**config.mk**
```make
export PLATFORM = sky130hd
export DESIGN_NAME = dlfloat_add_sub_pipe
export DESIGN_NICKNAME = d
export VERILOG_FILES = /design/src/rtl/dlfloat_pkg.sv /design/src/rtl/dlfloat_lzc.sv /design/src/rtl/dlfloat_add_sub_pipe.sv
export SDC_FILE = /design/constraint.sdc
export NUM_CORES = 1
export LEC_CHECK = 0
export BUFFER_PORTS_ARGS = -buffer_cell sky130_fd_sc_hd__buf_4
export CAP_MARGIN = 20
export CELL_PAD_IN_SITES_DETAIL_PLACEMENT = 0
export CELL_PAD_IN_SITES_GLOBAL_PLACEMENT = 1
export CORE_ASPECT_RATIO = 0.75
export CORE_UTILIZATION = 46
export CTS_BUF_LIST = sky130_fd_sc_hd__clkbuf_8 sky130_fd_sc_hd__clkbuf_16
export CTS_CLUSTER_SIZE = 25
export DETAILED_ROUTE_END_ITERATION = 16
export PLACE_DENSITY_LB_ADDON = 0.1
export SETUP_SLACK_MARGIN = 0.05
export SLEW_MARGIN = 20
export SYNTH_ARGS = -nofsm -noshare
export SYNTH_HDL_FRONTEND = slang
export SYNTH_SLANG_ARGS = --single-unit
```
**constraint.sdc**
```tcl
create_clock -name clk -period 7.5 [get_ports clk]
set_input_delay 1.125 -clock clk [delete_from_list [all_inputs] [get_ports clk]]
set_output_delay 1.125 -clock clk [all_outputs]
set_load 0.01 [all_outputs]
```
**src/rtl/dlfloat_pkg.sv**
```systemverilog
`default_nettype none
// ============================================================================
// Module      : dlfloat_pkg
// Description : Shared definitions for the DLFloat add/sub pipeline.
//               - bias(): exponent bias for a given exponent width
//               - NAN_INF_WORD / ZERO_WORD: wide constants, sliced to the word
//                 width by users (all-ones = NaN/Inf, all-zeros = +0)
//               - FLAG_*: bit positions inside the 3-bit flags vector
// Revision    : 1.0 - initial release
// ============================================================================
package dlfloat_pkg;

    localparam int FLAG_OVF = 2;
    localparam int FLAG_UNF = 1;
    localparam int FLAG_INX = 0;

    localparam logic [63:0] NAN_INF_WORD = '1;
    localparam logic [63:0] ZERO_WORD    = '0;

    function automatic int bias(input int exp_w);
        return (1 << (exp_w - 1)) - 1;
    endfunction

endpackage
`default_nettype wire

```
**src/rtl/dlfloat_lzc.sv**
```systemverilog
`default_nettype none
// ============================================================================
// Module      : dlfloat_lzc
// Description : Parametrised leading-zero counter.
//   i_vec    in   WIDTH  vector to scan (MSB first)
//   o_count  out  CNT_W  number of zeros above the highest set bit
//                        (WIDTH when i_vec is all zeros)
// Revision    : 1.0 - initial release
// ============================================================================
module dlfloat_lzc #(
    parameter int WIDTH = 14,
    parameter int CNT_W = $clog2(WIDTH + 1)
) (
    input  logic [WIDTH-1:0] i_vec,
    output logic [CNT_W-1:0] o_count
);

    // Scan upward; the last hit is the highest set bit.
    always_comb begin
        o_count = CNT_W'(WIDTH);
        for (int i = 0; i < WIDTH; i++) begin
            if (i_vec[i]) begin
                o_count = CNT_W'(WIDTH - 1 - i);
            end
        end
    end

endmodule
`default_nettype wire

```
**src/rtl/dlfloat_add_sub_pipe.sv**
```systemverilog
`default_nettype none
// ============================================================================
// Module      : dlfloat_add_sub_pipe
// Description : 3-stage DLFloat adder/subtractor with valid/ready handshake.
//   clk, rst           clock, synchronous active-high reset
//   in_valid/in_ready  operand handshake; a, b, op sampled on transfer
//   a, b               operands {sign, exp, man}; op 0 = a+b, 1 = a-b
//   c_out, flags       result and {overflow, underflow, inexact}
//   out_valid/out_ready result handshake
// Stages: S1 unpack/swap/align, S2 mantissa add/sub, S3 normalise/round/pack.
// Revision    : 1.0 - initial release
// ============================================================================
module dlfloat_add_sub_pipe
    import dlfloat_pkg::*;
#(
    parameter int EXP_W = 6,
    parameter int MAN_W = 9
) (
    input  logic                 clk,
    input  logic                 rst,
    input  logic                 in_valid,
    output logic                 in_ready,
    input  logic [EXP_W+MAN_W:0] a,
    input  logic [EXP_W+MAN_W:0] b,
    input  logic                 op,
    output logic [EXP_W+MAN_W:0] c_out,
    output logic [2:0]           flags,
    output logic                 out_valid,
    input  logic                 out_ready
);

    localparam int c_w   = 1 + EXP_W + MAN_W;
    localparam int c_mw  = MAN_W + 4;          // hidden + stored + guard/round/sticky
    localparam int c_sw  = MAN_W + 5;          // aligned width plus carry
    localparam int c_ew  = EXP_W + 2;          // exponent workspace, MSB = sign
    localparam int c_lzw = $clog2(c_sw + 1);

    localparam logic [c_w-1:0]   c_nan      = NAN_INF_WORD[c_w-1:0];
    localparam logic [c_w-1:0]   c_zero     = ZERO_WORD[c_w-1:0];
    localparam logic [EXP_W-1:0] c_collapse = EXP_W'(MAN_W + 3);
    localparam logic [c_ew-1:0]  c_exp_max  = c_ew'((1 << EXP_W) - 1);

    typedef struct packed {
        logic             valid;
        logic             nan;
        logic             sub;
        logic             sign;
        logic [EXP_W-1:0] exp;
        logic [c_mw-1:0]  m_big;
        logic [c_mw-1:0]  m_sml;
    } s1_t;

    typedef struct packed {
        logic             valid;
        logic             nan;
        logic             sub;
        logic             sign;
        logic [EXP_W-1:0] exp;
        logic [c_sw-1:0]  sum;
    } s2_t;

    s1_t            s1_d, s1_q;
    s2_t            s2_d, s2_q;
    logic [c_w-1:0] c_out_d, c_out_q;
    logic [2:0]     flags_d, flags_q;
    logic           out_valid_d, out_valid_q;
    logic           en;

    // Whole pipeline moves in lock-step; a held result freezes every stage.
    assign en        = !out_valid_q || out_ready;
    assign in_ready  = en;
    assign c_out     = c_out_q;
    assign flags     = flags_q;
    assign out_valid = out_valid_q;

    // ---------------------------------------------------------------- S1
    logic                sa, sb_eff, za, zb, swap;
    logic [EXP_W-1:0]    ea, eb, e_big, e_sml, e_diff;
    logic [MAN_W-1:0]    ma, mb;
    logic [c_mw-1:0]     m_big, m_sml;
    logic [2*c_mw-1:0]   m_shift;

    always_comb begin
        sa     = a[c_w-1];
        sb_eff = b[c_w-1] ^ op;
        ea     = a[c_w-2:MAN_W];
        eb     = b[c_w-2:MAN_W];
        za     = (ea == '0);
        zb     = (eb == '0);
        // Zero operands contribute no mantissa bits at all (flush-to-zero).
        ma     = za ? '0 : a[MAN_W-1:0];
        mb     = zb ? '0 : b[MAN_W-1:0];
        swap   = {eb, mb} > {ea, ma};
        e_big  = swap ? eb : ea;
        e_sml  = swap ? ea : eb;
        m_big  = swap ? {!zb, mb, 3'b000} : {!za, ma, 3'b000};
        m_sml  = swap ? {!za, ma, 3'b000} : {!zb, mb, 3'b000};
        e_diff = e_big - e_sml;
        // Lower half of the shifted vector holds everything pushed past sticky.
        m_shift = {m_sml, {c_mw{1'b0}}} >> e_diff;

        s1_d = s1_q;
        if (en) begin
            s1_d.valid = in_valid;
            s1_d.nan   = (a == c_nan) || (b == c_nan);
            s1_d.sub   = sa ^ sb_eff;
            s1_d.sign  = swap ? sb_eff : sa;
            s1_d.exp   = e_big;
            s1_d.m_big = m_big;
            if (e_diff >= c_collapse) begin
                s1_d.m_sml = {{(c_mw-1){1'b0}}, |m_sml};
            end else begin
                s1_d.m_sml = m_shift[2*c_mw-1:c_mw]
                           | {{(c_mw-1){1'b0}}, |m_shift[c_mw-1:0]};
            end
        end
    end

    // ---------------------------------------------------------------- S2
    // Operands are ordered by magnitude, so the difference is never negative.
    always_comb begin
        s2_d = s2_q;
        if (en) begin
            s2_d.valid = s1_q.valid;
            s2_d.nan   = s1_q.nan;
            s2_d.sub   = s1_q.sub;
            s2_d.sign  = s1_q.sign;
            s2_d.exp   = s1_q.exp;
            s2_d.sum   = s1_q.sub ? ({1'b0, s1_q.m_big} - {1'b0, s1_q.m_sml})
                                  : ({1'b0, s1_q.m_big} + {1'b0, s1_q.m_sml});
        end
    end

    // ---------------------------------------------------------------- S3
    logic [c_lzw-1:0] lz;
    logic [c_sw-1:0]  norm;
    logic [c_ew-1:0]  e_norm, e_rnd;
    logic [MAN_W+1:0] m_rnd;
    logic [MAN_W-1:0] man_out;
    logic             guard, sticky, round_up, carry, ufl, ovf;

    dlfloat_lzc #(
        .WIDTH (c_sw)
    ) u_lzc (
        .i_vec   (s2_q.sum),
        .o_count (lz)
    );

    always_comb begin
        // After the shift the leading one sits at the carry position, so the
        // exponent gains one for the carry slot and loses one per shift.
        norm     = s2_q.sum << lz;
        e_norm   = c_ew'(s2_q.exp) + c_ew'(1) - c_ew'(lz);
        guard    = norm[3];
        sticky   = |norm[2:0];
        round_up = guard && (sticky || norm[4]);
        m_rnd    = {1'b0, norm[c_sw-1:4]} + {{(MAN_W+1){1'b0}}, round_up};
        carry    = m_rnd[MAN_W+1];
        man_out  = carry ? m_rnd[MAN_W:1] : m_rnd[MAN_W-1:0];
        e_rnd    = e_norm + {{(c_ew-1){1'b0}}, carry};
        ufl      = e_norm[c_ew-1] || (e_norm == '0);
        ovf      = (e_rnd >= c_exp_max);   // only consulted when !ufl

        c_out_d     = c_out_q;
        flags_d     = flags_q;
        out_valid_d = out_valid_q;
        if (en) begin
            out_valid_d = s2_q.valid;
            flags_d     = '0;
            if (s2_q.nan) begin
                c_out_d = c_nan;
            end else if (s2_q.sum == '0) begin
                // Cancellation is +0; adding two zeros keeps their sign.
                c_out_d = {!s2_q.sub && s2_q.sign, c_zero[c_w-2:0]};
            end else if (ufl) begin
                c_out_d           = {s2_q.sign, c_zero[c_w-2:0]};
                flags_d[FLAG_UNF] = 1'b1;
                flags_d[FLAG_INX] = 1'b1;
            end else if (ovf) begin
                // Saturate; inexact still reports only bits lost to rounding.
                c_out_d           = c_nan;
                flags_d[FLAG_OVF] = 1'b1;
                flags_d[FLAG_INX] = guard || sticky;
            end else begin
                c_out_d           = {s2_q.sign, e_rnd[EXP_W-1:0], man_out};
                flags_d[FLAG_INX] = guard || sticky;
            end
        end
    end

    always_ff @(posedge clk) begin
        if (rst) begin
            s1_q        <= '0;
            s2_q        <= '0;
            c_out_q     <= '0;
            flags_q     <= '0;
            out_valid_q <= 1'b0;
        end else begin
            s1_q        <= s1_d;
            s2_q        <= s2_d;
            c_out_q     <= c_out_d;
            flags_q     <= flags_d;
            out_valid_q <= out_valid_d;
        end
    end

endmodule
`default_nettype wire

```
== After elaboration in Yosys (flattened, before gate mapping) ==
Cells that the tools add are included.

* Register bits: 80
* Latch bits: 0
* Memory bits (writable): 0
* Bits in read-only memories: 0
* Bits of input ports: 37
* Output and inout port bits: 21
* Logic and storage cells: 85
* Memories: 0

* Add/subtract/negate cells: 7
* Multipliers: 0
* Divide/modulo/power cells: 0
* Magnitude comparators: 3
* Eq/ne operators: 2
* Shifts and indexed selects: 2
* Mux-type cells: 34
* Bitwise logic cells: 3
* Reductions and logical operators: 18

{| class="wikitable"
|+ Operators by type and width
! kind !! count
|-
| two-way mux 16 bit || 4
|-
| two-way mux 13 bit || 3
|-
| == test 16 bit (second input constant) || 2
|-
| two-way mux 4 bit || 8
|-
| two-way mux 9 bit || 3
|-
| OR reduction 13 bit || 2
|-
| right shift 26 x 6 -> 26 bit || 1
|-
| two-way mux 3 bit || 6
|-
| > comparator 15 bit || 1
|-
| adder 13 x 13 -> 14 bit || 1
|-
| zero test 14 bit || 1
|-
| two-way mux 14 bit || 1
|-
| left shift 14 x 4 -> 14 bit || 1
|-
| subtractor 13 x 13 -> 14 bit || 1
|-
| OR 13 x 1 -> 13 bit || 1
|-
| zero test 6 bit || 2
|-
| two-way mux 6 bit || 2
|-
| adder 10 x 1 -> 11 bit || 1
|-
| adder 8 x 1 -> 8 bit || 1
|-
| >= comparator 8 x 6 -> 1 bit (second input constant) || 1
|-
| zero test 8 bit || 1
|-
| subtractor 7 x 4 -> 8 bit || 1
|-
| adder 6 x 1 -> 7 bit (second input constant) || 1
|-
| >= comparator 6 x 4 -> 1 bit (second input constant) || 1
|-
| other kinds (8) || 22
|}

== Depth between registers and ports, before layout ==
Gate-level depths: netlist (run 1).

* Word-level depth: 25
* Mapped depth: 28
* Depth with buffers taken out: 26

== Cells and area by module ==
Synthesis (run 1) repeated with hierarchy kept, for this count alone.

* Cells, all modules: 823
* Area, all modules: 6409.9 um^2

{| class="wikitable"
|+ Modules (own cells, without submodules)
! module !! times used !! cells an instance !! area an instance (um^2) !! sequential area each (um^2)
|-
| dlfloat_add_sub_pipe || 1 || 798 || 6263.5 || 1541.5
|-
| dlfloat_lzc || 1 || 25 || 146.4 || 0.0
|}

== Worst setup path after synthesis (run 1) ==
Ideal clock, no wire load.

* Path kind: input to register
* Start: input a[12]
* End: register s1_q[0] in the netlist's numbering
* Setup time: 0.070 ns
* Arrival time: 5.656 ns
* Data required time: 7.430 ns
* Path slack: 1.774 ns
* Cell stages on the path: 23
* Buffers on the path: 5
* Path through: clkbuf_1 > nor4_1 > nand3_1 > clkbuf_1 > nand2_1 > ha_1 > and3_1 > o2111ai_1 > a22o_1 > a21oi_4 > clkbuf_1 > buf_1 > o22a_1 > ha_1 > clkbuf_1 > inv_2 > mux4_2 > mux2_2 > nor2b_1 > nand3_1 > o41ai_1 > a211o_1 > a21oi_1

* Word-level cells in the longest chain between the ends: 9
* Elaborated cells on any way between the ends: 14
* Classes of those cells: add/sub: 1; order compare: 2; shift: 1; mux: 5; bitwise: 1; reduce/logical: 4

{| class="wikitable"
|+ Ends and longest elaborated chain
! element !! line !! source
|-
| start: declaration || dlfloat_add_sub_pipe.sv:23 || <nowiki>input logic [EXP_W+MAN_W:0] a,</nowiki>
|-
| zero test 6 bit || dlfloat_add_sub_pipe.sv:88 || <nowiki>za = (ea == '0);</nowiki>
|-
| two-way mux 9 bit || dlfloat_add_sub_pipe.sv:91 || <nowiki>ma = za ? '0 : a[MAN_W-1:0];</nowiki>
|-
| > comparator 15 bit || dlfloat_add_sub_pipe.sv:93 || <nowiki>swap = {eb, mb} > {ea, ma};</nowiki>
|-
| two-way mux 6 bit (on tied branches) || dlfloat_add_sub_pipe.sv:94, dlfloat_add_sub_pipe.sv:95 ||
|-
| subtractor 6 bit || dlfloat_add_sub_pipe.sv:98 || <nowiki>e_diff = e_big - e_sml;</nowiki>
|-
| right shift 26 x 6 -> 26 bit || dlfloat_add_sub_pipe.sv:100 || <nowiki>m_shift = {m_sml, {c_mw{1'b0}}} >> e_diff;</nowiki>
|-
| OR reduction 13 bit || dlfloat_add_sub_pipe.sv:114 || <nowiki>| {{(c_mw-1){1'b0}}, |m_shift[c_mw-1:0]};</nowiki>
|-
| OR 13 x 1 -> 13 bit || dlfloat_add_sub_pipe.sv:114 ||
|-
| two-way mux 13 bit (*) || dlfloat_add_sub_pipe.sv:110 || <nowiki>if (e_diff >= c_collapse) begin</nowiki>
|-
| end signal: assignment || dlfloat_add_sub_pipe.sv:193 || <nowiki>s1_q <= '0;</nowiki>
|-
| end signal: assignment || dlfloat_add_sub_pipe.sv:199 || <nowiki>s1_q <= s1_d;</nowiki>
|-
| end: declaration || dlfloat_add_sub_pipe.sv:62 || <nowiki>s1_t s1_d, s1_q;</nowiki>
|}

Mark *: on every way between the ends. The rest lies on a longest branch, timed or not.
A chain may end at the register's enable or synchronous reset.

== Worst setup path in the final report (run 1) ==
* Start: register s2_q[0] in the netlist's numbering
* End: register c_out_q[5] (netlist: c_out[5])

* Word-level cells in the longest chain between the ends: 25
* Elaborated cells on any way between the ends: 30
* Classes of those cells: add/sub: 3; order compare: 1; shift: 1; mux: 19; reduce/logical: 6

{| class="wikitable"
|+ Ends and longest elaborated chain
! element !! line !! source
|-
| start: declaration || dlfloat_add_sub_pipe.sv:63 || <nowiki>s2_t s2_d, s2_q;</nowiki>
|-
| start signal: assignment || dlfloat_add_sub_pipe.sv:194 || <nowiki>s2_q <= '0;</nowiki>
|-
| start signal: assignment || dlfloat_add_sub_pipe.sv:200 || <nowiki>s2_q <= s2_d;</nowiki>
|-
| two-way mux 2 bit (2 in a row) || dlfloat_lzc.sv:22 || <nowiki>if (i_vec[i]) begin</nowiki>
|-
| two-way mux 3 bit (4 in a row) || dlfloat_lzc.sv:22 ||
|-
| two-way mux 4 bit (8 in a row) || dlfloat_lzc.sv:22 ||
|-
| left shift 14 x 4 -> 14 bit || dlfloat_add_sub_pipe.sv:152 || <nowiki>norm = s2_q.sum << lz;</nowiki>
|-
| OR reduction 3 bit || dlfloat_add_sub_pipe.sv:155 || <nowiki>sticky = |norm[2:0];</nowiki>
|-
| logical OR 1 bit || dlfloat_add_sub_pipe.sv:156 || <nowiki>round_up = guard && (sticky || norm[4]);</nowiki>
|-
| logical AND 1 bit || dlfloat_add_sub_pipe.sv:156 ||
|-
| adder 10 x 1 -> 11 bit || dlfloat_add_sub_pipe.sv:157 || <nowiki>m_rnd = {1'b0, norm[c_sw-1:4]} + {{(MAN_W+1){1'b0}}, round_up};</nowiki>
|-
| adder 8 x 1 -> 8 bit || dlfloat_add_sub_pipe.sv:160 || <nowiki>e_rnd = e_norm + {{(c_ew-1){1'b0}}, carry};</nowiki>
|-
| >= comparator 8 x 6 -> 1 bit || dlfloat_add_sub_pipe.sv:162 || <nowiki>ovf = (e_rnd >= c_exp_max);</nowiki>
|-
| two-way mux 16 bit || dlfloat_add_sub_pipe.sv:179 || <nowiki>end else if (ovf) begin</nowiki>
|-
| two-way mux 16 bit || dlfloat_add_sub_pipe.sv:175 || <nowiki>end else if (ufl) begin</nowiki>
|-
| two-way mux 16 bit (*) || dlfloat_add_sub_pipe.sv:172 || <nowiki>end else if (s2_q.sum == '0) begin</nowiki>
|-
| two-way mux 16 bit (*) || dlfloat_add_sub_pipe.sv:170 || <nowiki>if (s2_q.nan) begin</nowiki>
|-
| end signal: assignment || dlfloat_add_sub_pipe.sv:201 || <nowiki>c_out_q <= c_out_d;</nowiki>
|-
| end: declaration || dlfloat_add_sub_pipe.sv:64 || <nowiki>logic [c_w-1:0] c_out_d, c_out_q;</nowiki>
|}

Marks and branches as above.

==> flow_summary.toml, run 1 <==
[logic_synthesis]
ys.flop_type = "dfxtp_1"
synth_edf_count = 0
ys_seq_area_frac = 0.214
synthDistinctLibCells = 116
synthCells = 953
synth_fp_nets = 1032
synth-seq-cells = 77
synth_area_um2 = 7200
synth-async-reset-ratio = 0
yosysWarnings = 0
synth_area_per_cell_um2 = 7.55

[power_and_ir_drop]
ir_drop_v = 0.000156
power.switching_mw = 1.37
swShare = 0.479
power.density_nw_per_um2 = 360
seq_power_share = 0.208
p_leak_nw = 3.28
power_frac_clock = 0.158
comb_power_share = 0.634
power_mw = 2.87
power.internal_mw = 1.49

[sta]
skew_ns = 0.00705
whs_ns = 0.449
worst_slew_pin_slew_ns = 1.01
rsz0062_at_grt = "no"
hold_viol = 0
setup_violations = 0
fin_crit_ns = 6.14
relSlewSlack = 0.321
fin_tns_setup_ns = 0
drv_slew = 0
setup_ws_ns = 1.36
fmax_mhz = 163
finalCritPeriodShare = 0.818

[global_routing]
grt-ovfl-total = 0
track_usage = 0.267
grt_pass1_wl_um = 34100
grt_max_degree = 81
grt_pass1_vias = 6350
antenna_found_initial = 0

[cts]
insertion_delay_ns = 0.34
numCtsBuffers = 9
clkSinkCount = 77
htreeDepth = 3
root_buffer = "clkbuf_16"
cts-resized-gates = 0
post_cts_buffers = 0
clk_pin_slew_ns = 0.06
cts_tree = "done"
cts_buffer_depth = 2
cts_hold_buffers = 0

[detailed_routing]
postRouteAntennaNets = 0
avgViaCountPerCell = 6.01
first_pass_iters = 5
vias = 7109
wl_per_cell_um = 17.8
drt_wl_total_um = 21000
drc = 0
drtIter0Drc = 552

[floorplanning]
die_w_um = 146
ioPinCount = 58
die_h_um = 110
dieArea_um2 = 16200
initial_core_util = 0.471
core_region_area_um2 = 15300
num_rows = 39

[setup_path]
cp_cell_sequence = "nor2_1, o31ai_2, a21boi_2, o31ai_4, nand2_1, or3_1, a21oi_1, ha_1, ha_1, inv_1, a31oi_4, o2111ai_4, nor3_4, ha_1, nand2_1, or2_2, nor3_1, nand2_1, mux2i_1, o41ai_1, a21boi_1, o41a_1, nor3_1"
slowest_delay_ns = 0.64
worst_path_max_delay_cell = "o31ai_4"
cp_max_fo = 19
cp.required_ns = 7.69
timing_worst_setup_path_type = "reg -> reg"
worstPathArrival_ns = 6.33
end_kind = "register"
worstSetupStartpointType = "register"

[final_layout]
area_growth_pct = 10.7
antennaDiodeCount = 0
final_cells = 1183
stdcell_area_um2 = 7970
drive_gt1_frac = 0.148
layout_commonest_cell = "nand2_1"
nets = 1052
post-route-util = 0.522
final_cell_mix = "nand2_1 (129), nor2_1 (95), dfxtp_1 (77), a21oi_1 (73), buf_4 (61)"

[run]
cap_viol_max_count = 0

[placement]
placed_cells = 1167
place_area_um2 = 7650
port_buffers = 57
dp_hpwl_um = 15700
dpl_worst_slack_ns = 1.10
gp_congestion = 0.936

[outcome]
outcome = "complete, no violations"

[min_path]
hold_path_class = "reg -> reg"
[cells in the mapped netlist, drive strengths merged (7+ instances only)]
master  number  area, um^2
inv         47         176
a21boi       9        71.3
nor3        31         186
xor2        11        96.3
clkbuf      29         119
ha          41         513
a21o        11        82.6
nor2b        8        50.1
or2         11        71.3
a21oi       76         399
nand2b      10        62.6
o21a         7        60.1
xnor2       28         245
nor4        11        90.1
nand2      130         495
dfxtp       77        1540
a22oi       10        80.1
nand3       30         155
o21ai       39         214
mux2         9         101
mux2i       19         194
nand4       16         106
a211oi      25         205
buf         23         150
o211ai      11        82.6
a311oi      10        87.6
or3          8        55.1
a31oi       13        96.3
nor2        97         369
[worst max-delay path, delay by kind of cell (launching register included)]
family                     cells  cell delay, ns
buffers and inverters          1            0.08
AOI/OAI and AO/OA              9            2.61
adders and majority gates      3            0.61
DFF                            1            0.48
and+or+nand+nor                9            2.00
muxes                          1            0.21
[registers in the layout (all words and copies together), names as in the netlist]
| register | flops |
|---|---|
| flags | 3 |
| s1_q | 33 |
| c_out | 16 |
| s2_q | 24 |
| out_valid | 1 |
[layout make-up]
| type | count | area, um^2 |
|---|---|---|
| Timing Repair Buffer | 61 | 458 |
| Sequential cell | 77 | 1540 |
| Fill cell | 1517 | 7300 |
| Clock buffer | 10 | 239 |
| Inverter | 48 | 180 |
| Tap cell | 205 | 256 |
| Clock inverter | 6 | 70.1 |
| Multi-Input combinational cell | 776 | 5220 |
[routing by layer]
layer,up-vias,GRT usage,share of wire
li1,3557,-,-
met5,-,0,0
met4,0,0.0387,0.0044
met3,9,0.0638,0.077
met2,220,0.373,0.39
met1,3323,0.412,0.53
[power groups by stage]
stage / Sequential, mW / Combinational [mW] / Clock (mW)
6_report: 0.595 / 1.82 / 0.454
2_1_floorplan: 0.569 / 1.40 / 0
3_5_place_dp: 0.602 / 1.78 / 0
4_1_cts: 0.594 / 1.79 / 0.462
5_1_grt: 0.610 / 2.01 / 0.476
3_3_place_gp: 0.602 / 1.79 / 0
[path summary, 6_finish.rpt]
| path | slack, ns | to | start | cells past startpoint |
|---|---|---|---|---|
| setup / recovery | 1.36 | c_out[5]$_SDFFE_PP0P_ | s2_q[0]$_SDFFE_PP0P_ | 23 |
| hold / removal | 0.45 | s2_q[20]$_SDFFE_PP0P_ | s1_q[32]$_SDFFE_PP0P_ | 2 |
| setup reg to reg | 1.36 | c_out[5]$_SDFFE_PP0P_ | s2_q[0]$_SDFFE_PP0P_ | 23 |
| hold reg to reg | 0.45 | s2_q[20]$_SDFFE_PP0P_ | s1_q[32]$_SDFFE_PP0P_ | 2 |
[kinds of logic after synthesis]
logic type                 after synthesis  synth area share
AOI/OAI and AO/OA                      278             0.282
adders and majority gates               42            0.0740
buffers and inverters                  100            0.0624
muxes                                   33            0.0567
DFF                                     77             0.214
xor gates and xnor gates                39            0.0474
and+or+nand+nor                        384             0.263
No activity file was read; power rests on OpenSTA's default activity.
==> run 2, diff against run 1 <==
--- a/config.mk
+++ b/config.mk
@@ -5,12 +5,13 @@
 export SDC_FILE = /design/constraint.sdc
 export NUM_CORES = 1
 export LEC_CHECK = 0
+export ABC_AREA = 1
 export BUFFER_PORTS_ARGS = -buffer_cell sky130_fd_sc_hd__buf_4
 export CAP_MARGIN = 20
 export CELL_PAD_IN_SITES_DETAIL_PLACEMENT = 0
 export CELL_PAD_IN_SITES_GLOBAL_PLACEMENT = 1
 export CORE_ASPECT_RATIO = 0.75
-export CORE_UTILIZATION = 46
+export CORE_UTILIZATION = 43
 export CTS_BUF_LIST = sky130_fd_sc_hd__clkbuf_8 sky130_fd_sc_hd__clkbuf_16
 export CTS_CLUSTER_SIZE = 25
 export DETAILED_ROUTE_END_ITERATION = 16
==> constraint.sdc (replaced) <==
create_clock -name clk -period 6.1 [get_ports clk]
set_input_delay 0.915 -clock clk [delete_from_list [all_inputs] [get_ports clk]]
set_output_delay 0.915 -clock clk [all_outputs]
set_load 0.01 [all_outputs]
==> run 2 against run 1 <==
  * Hold slack better by 0.0077 ns
  * Largest cell class unchanged
  * Via count grew 0.11%
  * Total power grew 36%
  * Die area increased by 1.0%
==> flow_summary.toml, run 2 <==
[cts]
insertion_delay_ns = 0.34
clk_pin_slew_ns = 0.06
post_cts_buffers = 0
cts_buffer_depth = 2
clkSinkCount = 77
cts_hold_buffers = 0
numCtsBuffers = 9
htreeDepth = 3
cts_tree = "done"
cts-resized-gates = 0
root_buffer = "clkbuf_16"

[logic_synthesis]
synthDistinctLibCells = 50
yosys.area_share.adder = 0.0784
synth-async-reset-ratio = 0
yosysWarnings = 0
synth_compound_area_frac = 0.172
ys.flop_type = "dfxtp_1"
synth-seq-cells = 77
yosysMostFrequentCell = "nand2_1"
synth_edf_count = 0
synthCells = 1089
yosys.area_share.simple = 0.370
synth_top_family_by_area = "simple AND/OR/NAND/NOR gates"
netlist_top_cells_count = "nand2_1 (269), inv_1 (140), nand3_1 (120)"
synth_area_per_cell_um2 = 6.24
synth_area_um2 = 6800
ys_seq_area_frac = 0.227
synth-xor-area-share = 0.0399
synth_area_leader_cell = "dfxtp_1"
synth_top_area_frac = 0.227
synthTopCellsByArea = "dfxtp_1 (23%), nand2_1 (15%), nand3_1 (8.8%), inv_1 (7.7%), ha_1 (7.5%)"
synthMuxAreaShare = 0
synth_fp_nets = 1168

[detailed_routing]
drc = 0
vias = 7117
first_pass_iters = 8
drtIter0Drc = 658
drt_wl_total_um = 20100
wl_per_cell_um = 15.1
postRouteAntennaNets = 0
avgViaCountPerCell = 5.35

[floorplanning]
initial_core_util = 0.444
core_region_area_um2 = 15300
ioPinCount = 58
dieArea_um2 = 16300
die_h_um = 111
die_w_um = 147
num_rows = 39

[sta]
worst_slew_pin_slew_ns = 0.879
setup_ws_ns = 0.966
finalCritPeriodShare = 0.842
setup_violations = 0
fin_tns_setup_ns = 0
hold_viol = 0
skew_ns = 0.00508
fin_crit_ns = 5.13
rsz0062_at_grt = "no"
drv_slew = 0
fmax_mhz = 195
relSlewSlack = 0.412

[power_and_ir_drop]
power.density_nw_per_um2 = 510
p_leak_nw = 3.90
power.switching_mw = 2.04
swShare = 0.522
power_mw = 3.90
power_frac_clock = 0.151
comb_power_share = 0.668
ir_drop_v = 0.000273
power.internal_mw = 1.86
seq_power_share = 0.180

[placement]
placed_cells = 1314
dpl_worst_slack_ns = 0.692
port_buffers = 57
dp_hpwl_um = 15700
gp_congestion = 0.925

[min_path]
hold_path_class = "reg -> reg"

[global_routing]
grt_max_degree = 68
grt_pass1_vias = 6375
track_usage = 0.256
grt_pass1_wl_um = 33300
grt-ovfl-total = 0
antenna_found_initial = 0

[setup_path]
worstPathArrival_ns = 5.33
worst_path_max_delay_cell = "ha_1"
end_kind = "register"
timing_worst_setup_path_type = "in -> reg"
slowest_delay_ns = 0.51
cp_max_fo = 24
worstSetupStartpointType = "input pin"
cp.required_ns = 6.30
reg2reg_slack_ns = 1.08
cp_common_cell = "nand2_1"

[final_layout]
area_growth_pct = 12.6
layout_commonest_cell = "nand2_1"
final_cells = 1330
largest_reg_flops = 33
nets = 1199
antennaDiodeCount = 0
drive_gt1_frac = 0.122
regMostFlops = "s1_q"
final_cell_mix = "nand2_1 (269), inv_1 (139), nand3_1 (120), dfxtp_1 (77)"

[run]
cap_viol_max_count = 0

[outcome]
outcome = "complete, no violations"
run 2: cell type report:
type / instances / area (um^2)
clock buffer: 9 / 225
clock inverter: 7 / 104
fill: 1661 / 7670
inverter: 151 / 569
multi-input combinational: 819 / 4490
sequential: 77 / 1540
tap: 205 / 256
timing repair buffer: 62 / 465
run 2: per-stage QoR:
step / util / cell area (um^2) / hold slack (ns)
detailed placement: 0.478 / 7330 / 0.450
global route: 0.500 / 7650 / 0.482
global placement: 0.478 / 7330 / 0.449
finish: 0.500 / 7650 / 0.457
CTS: 0.500 / 7650 / 0.459
floorplan: - / 6800 / 0.425
run 2: critical path: cells and delay by family:
kind            cells  cell delay (ns)
simple gates       18             2.37
fa+ha+maj           2             0.81
buf+inv             5             0.63
compound gates      4             0.58
run 2: final timing paths:
kind / from / to / cells after the start
setup reg to reg: s2_q[4]$_SDFFE_PP0P_ / c_out[9]$_SDFFE_PP0P_ / 30
hold / removal: s2_q[23]$_SDFFE_PP0P_ / s2_q[23]$_SDFFE_PP0P_ / 2
hold reg to reg: s2_q[23]$_SDFFE_PP0P_ / s2_q[23]$_SDFFE_PP0P_ / 2
setup / recovery: b[9] / s1_q[0]$_SDFFE_PP0P_ / 29
run 2: per-layer routing:
layer  share of wire  global-route usage  wire length (um)  up-vias
met1            0.56               0.422             11300     3231
met5               0                   0                 0        -
met3           0.068              0.0564              1370       17
met4           0.011              0.0577               221        0
li1                -                   -                 -     3661
met2            0.36               0.319              7250      208
run 2: logic make-up after synthesis:
logic type	after synthesis
compound gates	203
fa+ha+maj	42
buf+inv	193
flops	77
simple gates	543
xor+xnor	31
run 2: power by group through the flow:
stage                     clock (mW)  sequential [mW]  combinational (mW)
after floorplan                    0            0.718                1.93
after global placement             0            0.714                2.57
after detailed placement           0            0.712                2.56
after CTS                      0.605            0.703                2.58
after global routing           0.627            0.719                2.96
final                          0.591            0.703                2.61
